$ cat config.mk
export PLATFORM = sky130hd
export DESIGN_NAME = fetch_buffer
export DESIGN_NICKNAME = d
export VERILOG_FILES = /design/src/rtl/fetch_buffer.sv
export SDC_FILE = /design/constraint.sdc
export NUM_CORES = 1
export LEC_CHECK = 0
export BUFFER_PORTS_ARGS = -buffer_cell sky130_fd_sc_hd__buf_2
export CAP_MARGIN = 15
export CORE_ASPECT_RATIO = 0.6
export CORE_MARGIN = 2
export CORE_UTILIZATION = 56
export DETAILED_ROUTE_END_ITERATION = 12
export PLACE_DENSITY_LB_ADDON = 0.05
export SYNTH_ARGS = -nofsm -noshare
export SYNTH_HDL_FRONTEND = slang
export SYNTH_SLANG_ARGS = --single-unit
$ cat constraint.sdc
create_clock -name clock -period 4.2 [get_ports clock]
set_input_delay 0 -clock clock [delete_from_list [all_inputs] [get_ports clock]]
set_output_delay 0 -clock clock [all_outputs]
set_load 0.05 [all_outputs]
$ cat src/rtl/fetch_buffer.sv
// fetch_buffer: instruction fetch stage sitting directly upstream of decode.
//
// This block owns the program counter and issues sequential word reads to an
// instruction memory with a fixed one-cycle read latency. Each returned word is
// pushed with its address into a small FIFO. Decode can therefore stall without
// losing an instruction that is already in flight. Redirects flush the FIFO and
// restart fetching at the new address in the same cycle.
//
// Optional feature macro: FETCH_MISALIGN_CHECK_EN
//   defined   : a redirect to an address whose bits [1:0] are not 00 sets the
//               sticky misalign flag, flushes the FIFO and halts fetching until
//               reset.
//   undefined : redirect_pc[1:0] is ignored and misalign stays 0.
//
// Parameters:
//   RESET_PC      first fetch address after reset
//   DEPTH         FIFO entries (2, 4 or 8)
//
// Ports:
//   clock         rising-edge clock
//   reset         asynchronous, active-high reset
//   stall         decode cannot accept the head entry this cycle
//   redirect      flush and restart at redirect_pc
//   redirect_pc   new fetch address
//   imem_rd       read strobe to instruction memory
//   imem_addr     word address of the read (bits [1:0] always 00)
//   imem_data     read data, valid one cycle after imem_rd
//   insn          head instruction (0 when the FIFO is empty)
//   pc            address of the head instruction (0 when the FIFO is empty)
//   enable_decode head entry is valid and offered to decode
//   misalign      sticky misaligned-redirect flag
module fetch_buffer #(
  parameter logic [31:0] RESET_PC = 32'h8002_0000,
  parameter int          DEPTH    = 2
) (
  input  logic        clock,
  input  logic        reset,
  input  logic        stall,
  input  logic        redirect,
  input  logic [31:0] redirect_pc,
  output logic        imem_rd,
  output logic [31:0] imem_addr,
  input  logic [31:0] imem_data,
  output logic [31:0] insn,
  output logic [31:0] pc,
  output logic        enable_decode,
  output logic        misalign
);

  localparam int PW = (DEPTH > 1) ? $clog2(DEPTH) : 1;
  localparam int CW = $clog2(DEPTH + 1);
  localparam logic [CW:0] FULL_OCC = (CW + 1)'(DEPTH);

  typedef enum logic {
    RUN  = 1'b0,
    HALT = 1'b1
  } state_t;

  state_t         state;
  logic [31:0]    fetch_pc;
  logic [31:0]    req_pc;
  logic           inflight;
  logic [PW-1:0]  rd_ptr;
  logic [PW-1:0]  wr_ptr;
  logic [CW-1:0]  count;
  logic [31:0]    insn_q [DEPTH];
  logic [31:0]    pc_q   [DEPTH];

  logic           run;
  logic [31:0]    target_pc;
  logic           bad_target;
  logic           redir_ok;
  logic           redir_bad;
  logic           has_head;
  logic           pop;
  logic [CW:0]    occ;
  logic           issue_seq;
  logic           issue;
  logic           wr;

  always_comb begin
`ifdef FETCH_MISALIGN_CHECK_EN
    target_pc  = redirect_pc;
    bad_target = |redirect_pc[1:0];
`else
    target_pc  = redirect_pc & 32'hFFFF_FFFC;
    bad_target = 1'b0;
`endif
    run       = (state == RUN);
    redir_ok  = run & redirect & ~bad_target;
    redir_bad = run & redirect & bad_target;

    has_head      = (count != '0);
    enable_decode = run & has_head & ~redirect;
    pop           = enable_decode & ~stall;

    // Issue budget counts the in-flight response, so a full FIFO plus an
    // outstanding read can never produce a write past DEPTH. When the budget
    // is exactly used up, a pop this cycle frees the slot the new read needs.
    occ       = {1'b0, count} + (CW + 1)'(inflight);
    issue_seq = run & ~redirect & ((occ < FULL_OCC) | ((occ == FULL_OCC) & pop));
    issue     = ~reset & (redir_ok | issue_seq);

    imem_rd   = issue;
    imem_addr = issue ? (redir_ok ? target_pc : fetch_pc) : '0;

    // A response landing in a redirect cycle belongs to the old stream.
    wr = run & inflight & ~redirect;

    insn = has_head ? insn_q[rd_ptr] : '0;
    pc   = has_head ? pc_q[rd_ptr]   : '0;
  end

  // Control state
  always_ff @(posedge clock or posedge reset) begin
    if (reset) begin
      state    <= RUN;
      fetch_pc <= RESET_PC;
      inflight <= 1'b0;
      count    <= '0;
      rd_ptr   <= '0;
      wr_ptr   <= '0;
      misalign <= 1'b0;
    end else begin
      inflight <= issue;
      if (issue) begin
        fetch_pc <= (redir_ok ? target_pc : fetch_pc) + 32'd4;
      end
      if (redir_ok || redir_bad) begin
        count  <= '0;
        rd_ptr <= '0;
        wr_ptr <= '0;
        if (redir_bad) begin
          state    <= HALT;
          misalign <= 1'b1;
        end
      end else begin
        if (wr) begin
          wr_ptr <= wr_ptr + PW'(1);
        end
        if (pop) begin
          rd_ptr <= rd_ptr + PW'(1);
        end
        count <= count + CW'(wr) - CW'(pop);
      end
    end
  end

  // Data path: request address and FIFO storage carry no reset
  always_ff @(posedge clock) begin
    if (issue) begin
      req_pc <= imem_addr;
    end
    if (wr) begin
      insn_q[wr_ptr] <= imem_data;
      pc_q[wr_ptr]   <= req_pc;
    end
  end

`ifndef SYNTHESIS
  always @(posedge clock) begin
    if (!reset) begin
      assert (!(wr && !pop && count == FULL_OCC[CW-1:0]))
        else $error("fetch_buffer: FIFO overflow");
    end
  end
`endif

endmodule

Word level (Yosys, flattened, before mapping)
Memories as Yosys holds them, arrays and structs flattened.
Index checks and enable logic that the tools add are counted.
{"block": "word_totals", "ff_bits": 69, "n_memories": 2, "inputBits": 68, "ramBits": 128, "elab_cells": 41}
{"memory": "insn_q", "depth": 2, "width": 32, "rd": 1, "rd_ports_with_merged_regs": 0, "wr": 1, "line": "66", "text": "logic [31:0] insn_q [DEPTH];"}
{"memory": "pc_q", "depth": 2, "width": 32, "rd": 1, "rd_ports_with_merged_regs": 0, "wr": 1, "line": "67", "text": "logic [31:0] pc_q [DEPTH];"}
{"block": "op_classes", "reduce_logical": 3, "addsub": 6, "bitwise_logic": 11, "eq_ne": 1, "n_mux": 11, "magnitude_cmp": 1}
{"cell": "32-bit two-way mux", "count": 4}
{"cell": "32-bit by 3-bit adder with 32-bit output (second input constant)", "count": 1}
{"cell": "1-bit bitwise AND", "count": 6}
{"cell": "1-bit two-way mux", "count": 6}
{"cell": "2-bit nonzero test", "count": 3}
{"cell": "2-bit by 1-bit adder with 3-bit output", "count": 1}
{"cell": "3-bit by 2-bit equality test with 1-bit output (second input constant)", "count": 1}
{"cell": "3-bit by 2-bit less-than comparator with 1-bit output (second input constant)", "count": 1}
{"cell": "1-bit NOT", "count": 3}
{"cell": "1-bit adder (second input constant)", "count": 2}
{"cell": "2-bit by 1-bit adder with 2-bit output", "count": 1}
{"cell": "2-bit two-way mux", "count": 1}
{"cell": "1-bit bitwise OR", "count": 2}
{"cell": "2-bit by 1-bit subtractor with 2-bit output", "count": 1}

Logic depth before layout (Yosys ltp)
{"block": "depth", "word_depth": 9, "depth_mapped": 13, "mapped_depth_nobuf": 10}

Worst setup path before layout
OpenSTA, ideal clock, no wires.
{"block": "synth_path", "path_kind": "input -> register", "start": "input redirect", "end": "memory insn_q[0][0], enable pin", "setup_ns": 0.486, "t_arrival_ns": 3.695, "setup_slack_ns": 0.019, "path_buffers": 5, "stages": 8, "required_ns": 3.714, "cell_sequence": "buf_6 -> buf_8 -> buf_6 -> inv_1 -> buf_2 -> clkbuf_1 -> nand2_1 -> nor2_1"}
{"block": "synth_via", "elab_chain_cells": 4}
{"element": "start, declared", "line": "39", "text": "input logic redirect,"}
{"element": "1-bit NOT", "line": "108", "text": "wr = run & inflight & ~redirect;"}
{"element": "1-bit bitwise AND", "line": "108"}
{"element": "1-bit two-way mux", "line": "154", "text": "if (wr) begin"}
{"element": "1-bit two-way mux (implied by the code)", "line": "155", "text": "insn_q[wr_ptr] <= imem_data;"}
{"element": "end, declared", "line": "66"}
Every way passes these cells.

Worst setup path in the final report
{"block": "layout_path", "start": "register count[0]", "end": "output imem_addr[3]"}
{"block": "layout_via", "elab_chain_cells": 9, "word_cells_on_any_way": 12, "cone_classes": "add/sub: 1; order compare: 1; eq/ne: 1; mux: 1; bitwise: 7; reduce/logical: 1"}
{"element": "start, declared", "line": "65", "text": "logic [CW-1:0] count;"}
{"element": "start signal, assigned", "line": "144", "text": "count <= count + CW'(wr) - CW'(pop);"}
{"element": "parallel branches: the longest is 4 deep, another holds 2-bit by 1-bit adder with 3-bit output"}
{"element": "1-bit bitwise OR *", "line": "101", "text": "issue_seq = run & ~redirect & ((occ < FULL_OCC) | ((occ == FULL_OCC) & pop));"}
{"element": "1-bit bitwise AND *", "line": "101"}
{"element": "1-bit bitwise OR *", "line": "102", "text": "issue = ~reset & (redir_ok | issue_seq);"}
{"element": "1-bit bitwise AND *", "line": "102"}
{"element": "32-bit two-way mux *", "line": "105", "text": "imem_addr = issue ? (redir_ok ? target_pc : fetch_pc) : '0;"}
{"element": "end, declared", "line": "42", "text": "output logic [31:0] imem_addr,"}
Mark *: on every way between the ends.

==> impl_metrics.yaml <==
outcome:
  status: "complete, no violations"
synth:
  synth.area.top_cells: "edfxtp_1 52%, mux2i_1 11%, dfrtp_1 9.5%, nor2_1 5.0%, nand2_1 1.7%"
  ys_ff_latch: 197
  synth_warnings: 0
  netlist_area_mm2: 0.00925
  synthDistinctLibCells: 69
  synth_edf_count: 160
  synthFlopType: "edfxtp_1"
  ys_seq_area_share_pct: 62.0
  netlist_top_cells_count: "160 x edfxtp_1, 124 x nor2_1, 101 x mux2i_1"
  synth.most_common_cell: "edfxtp_1"
  syn_avg_cell_area_um2: 12.6
  syn-num-nets: 809
  yosysTopAreaCellShare_pct: 52.0
  synth-async-reset-ratio_pct: 18.8
  syn-instance-count: 735
  yosys.area.top_type: "edfxtp_1"
clock_tree:
  cts.path.max_buffers: 2
  cts.sinks: 197
  clock-root-buffer: "clkbuf_16"
  clk_pin_slew_worst_paths_ps: 80
  htree_levels: 4
  insertion_delay_ps: 430
  cts_tree: "built"
  numCtsBuffers: 17
  cts_setup_buffers: 0
grt:
  grt_max_degree: 81
  globalRouteTotalUtil_pct: 23.8
  met1_usage_pct: 34.8
  antenna_found_initial: 0
  grt_use_met2_pct: 36.6
  grt_pass1_vias: 6179
  grt_pass1_wl_um: 32300
  grt-ovfl-total: 0
  gr-max-usage-layer: "met2"
  grtUsageMet3_pct: 4.43
setup_path:
  crit_end: "imem_addr[3]"
  crit_fanout: 44
  start_kind: "register"
  r2r_start: "count[0]$_DFF_PP0_"
  slowest_stage: "inv_2"
  critical_path.max_stage_delay_ps: 670
  worst_ep_arrival_time_ps: 3390
  end_kind: "output port"
  required_ps: 4200
  regToRegSetupSlack_ps: 1220
  cp_common_cell: "ha_1"
  worstSetupStartpoint: "count[0]$_DFF_PP0_"
  worstRegToRegCells: 10
  reg2reg_to: "fetch_pc[5]$_DFFE_PP0P_"
  criticalPathCategory: "reg2out"
  crit_path_cell_trace: "ha_1 > inv_1 > ha_1 > nand2b_1 > or4_1 > a21o_2 > inv_2 > and2_1 > buf_2"
timing:
  finalCritPeriodShare_pct: 80.7
  finalMaxSlewViolations: 0
  finalSetupTns_ps: 0
  tightest_slew_ps: 1160
  min_period_ps: 3390
  finalHoldViolCount: 0
  setup_viol: 0
  rsz0062_at_grt: "false"
  fmax_ghz: 0.295
  slew_headroom_pct: 23.0
  setup_ws_ps: 811
  fin_skew_ps: 12.7
final_layout:
  multi_input_area_mm2: 0.00327
  register_area_mm2: 0.00574
  drive_gt1_share_pct: 24.8
  stdcell_count: 1146
  antenna_cells: 0
  finalNetCount: 998
  postLayoutCellArea_mm2: 0.0112
  area_growth_pct: 21.2
  fillers: 1179
floorplan:
  initial_core_util_pct: 57.2
  rows: 36
  core_mm2: 0.0162
  dieHeight_um: 104
  dieWidth_um: 170
  pin_count: 167
  die_area_mm2: 0.0176
place:
  place_area_mm2: 0.0102
  port_buffers: 163
  dp_slack_ps: 1210
  dp_cells: 1074
  gp_congestion: 0.849
  dp_hpwl_um: 13700
power:
  power_density_mw_per_mm2: 509
  p_total_uw: 5710
  ir_drop_uv: 247
  power_leakage_uw: 0.00454
detailed_routing:
  wire_per_inst_um: 18.2
  ant_nets: 0
  drt_wl_total_um: 20800
  drc: 0
  drt_iter0_markers: 465
  viasPerCell: 5.61
  via_count: 6428
  firstDrtPassIters: 5
worst_hold_path:
  min_path_type: "in2reg"
  worstHoldStart: "redirect_pc[21]"
run:
  maxCapViolCount: 0
critical path: cells and delay by family, from the launching register on:
| kind | cells | cell delay (ps) |
|---|---|---|
| compound gates | 1 | 230 |
| fa+ha+maj | 2 | 460 |
| flops | 1 | 420 |
| simple gates | 3 | 800 |
| buf+inv | 3 | 1030 |
cell type report:
cell class                 count  area share (%)
sequential                   197            51.2
multi-input combinational    486            29.2
timing repair buffer         212            11.5
clock buffer                  17            3.80
tap                          209            2.33
clock inverter                15            1.67
inverter                      10           0.335
metrics by stage:
step	hold slack, ps	utilization [%]
2_1_floorplan	98.9	-
3_3_place_gp	180	63.1
3_5_place_dp	173	63.1
4_1_cts	3.31	69.3
5_1_grt	23.3	69.3
6_report	3.26	69.3
logic make-up (layout without fill, tap and decap cells):
group                      Yosys count  in the layout  share of synthesized area [%]
and+or+nand+nor                    259            259                           13.8
DFF                                197            197                           62.0
muxes                              109            109                           12.0
AOI/OAI and AO/OA                   98             98                           7.44
buffers and inverters               52            254                           2.76
xor gates and xnor gates            13             13                           1.23
adders and majority gates            6              6                          0.812
other                                1              1                         0.0406
metal layers:
metal / share of wire [%] / wire [um]
met3: 6.4 / 1330
met4: 0.79 / 164
met1: 47 / 9800
met2: 46 / 9550
met5: 0 / 0
cells in the final DEF, fill, tap and decap left out, types with 5 or more instances in the layout:
master / n
xnor2_1: 5
and3_1: 7
buf_2: 162
xor2_1: 8
buf_4: 10
o21a_1: 6
nand2b_1: 11
a22oi_1: 7
nand2_1: 41
nand3_1: 16
a21oi_1: 19
mux2i_1: 101
edfxtp_1: 160
nand3b_1: 11
clkbuf_16: 17
ha_1: 6
nor2b_1: 5
dfrtp_1: 34
mux2_2: 7
and2_1: 12
o2bb2ai_1: 5
dlygate4sd3_1: 40
o211ai_1: 5
inv_1: 9
nand4_1: 7
o21ai_0: 25
nor2_1: 122
clkinv_8: 5
power by group:
| group | leakage [uW] | internal, uW | switching, uW |
|---|---|---|---|
| registers | 0.00195 | 2350 | 183 |
| clock network | 0.000290 | 855 | 794 |
| logic | 0.00230 | 427 | 1100 |
| total | 0.00454 | 3630 | 2070 |
state kept, by name, summed over array words and instances (netlist names):
signal	flops
count	2
fetch_pc	32
inflight	1
insn_q	64
pc_q	64
rd_ptr	1
req_pc	32
wr_ptr	1
timing repair:
action / CTS / global route
hold buffers: 40 / 0
resized for setup: 0 / 0
hold endpoints to repair: 90 / 0
worst min-delay path by stage:
stage | slack (ps) | cells past startpoint | to
after detailed placement | 170 | 2 | rd_ptr$_DFFE_PP0P_
after CTS | 3 | 4 | fetch_pc[21]$_DFFE_PP0P_
after global routing | 20 | 4 | fetch_pc[29]$_DFFE_PP0P_
after floorplan | 100 | 0 | insn_q[0][0]$_DFFE_PP_
final | 3 | 4 | fetch_pc[21]$_DFFE_PP0P_
after global placement | 180 | 2 | rd_ptr$_DFFE_PP0P_
Note: power is estimated with default switching activity, not from simulation.
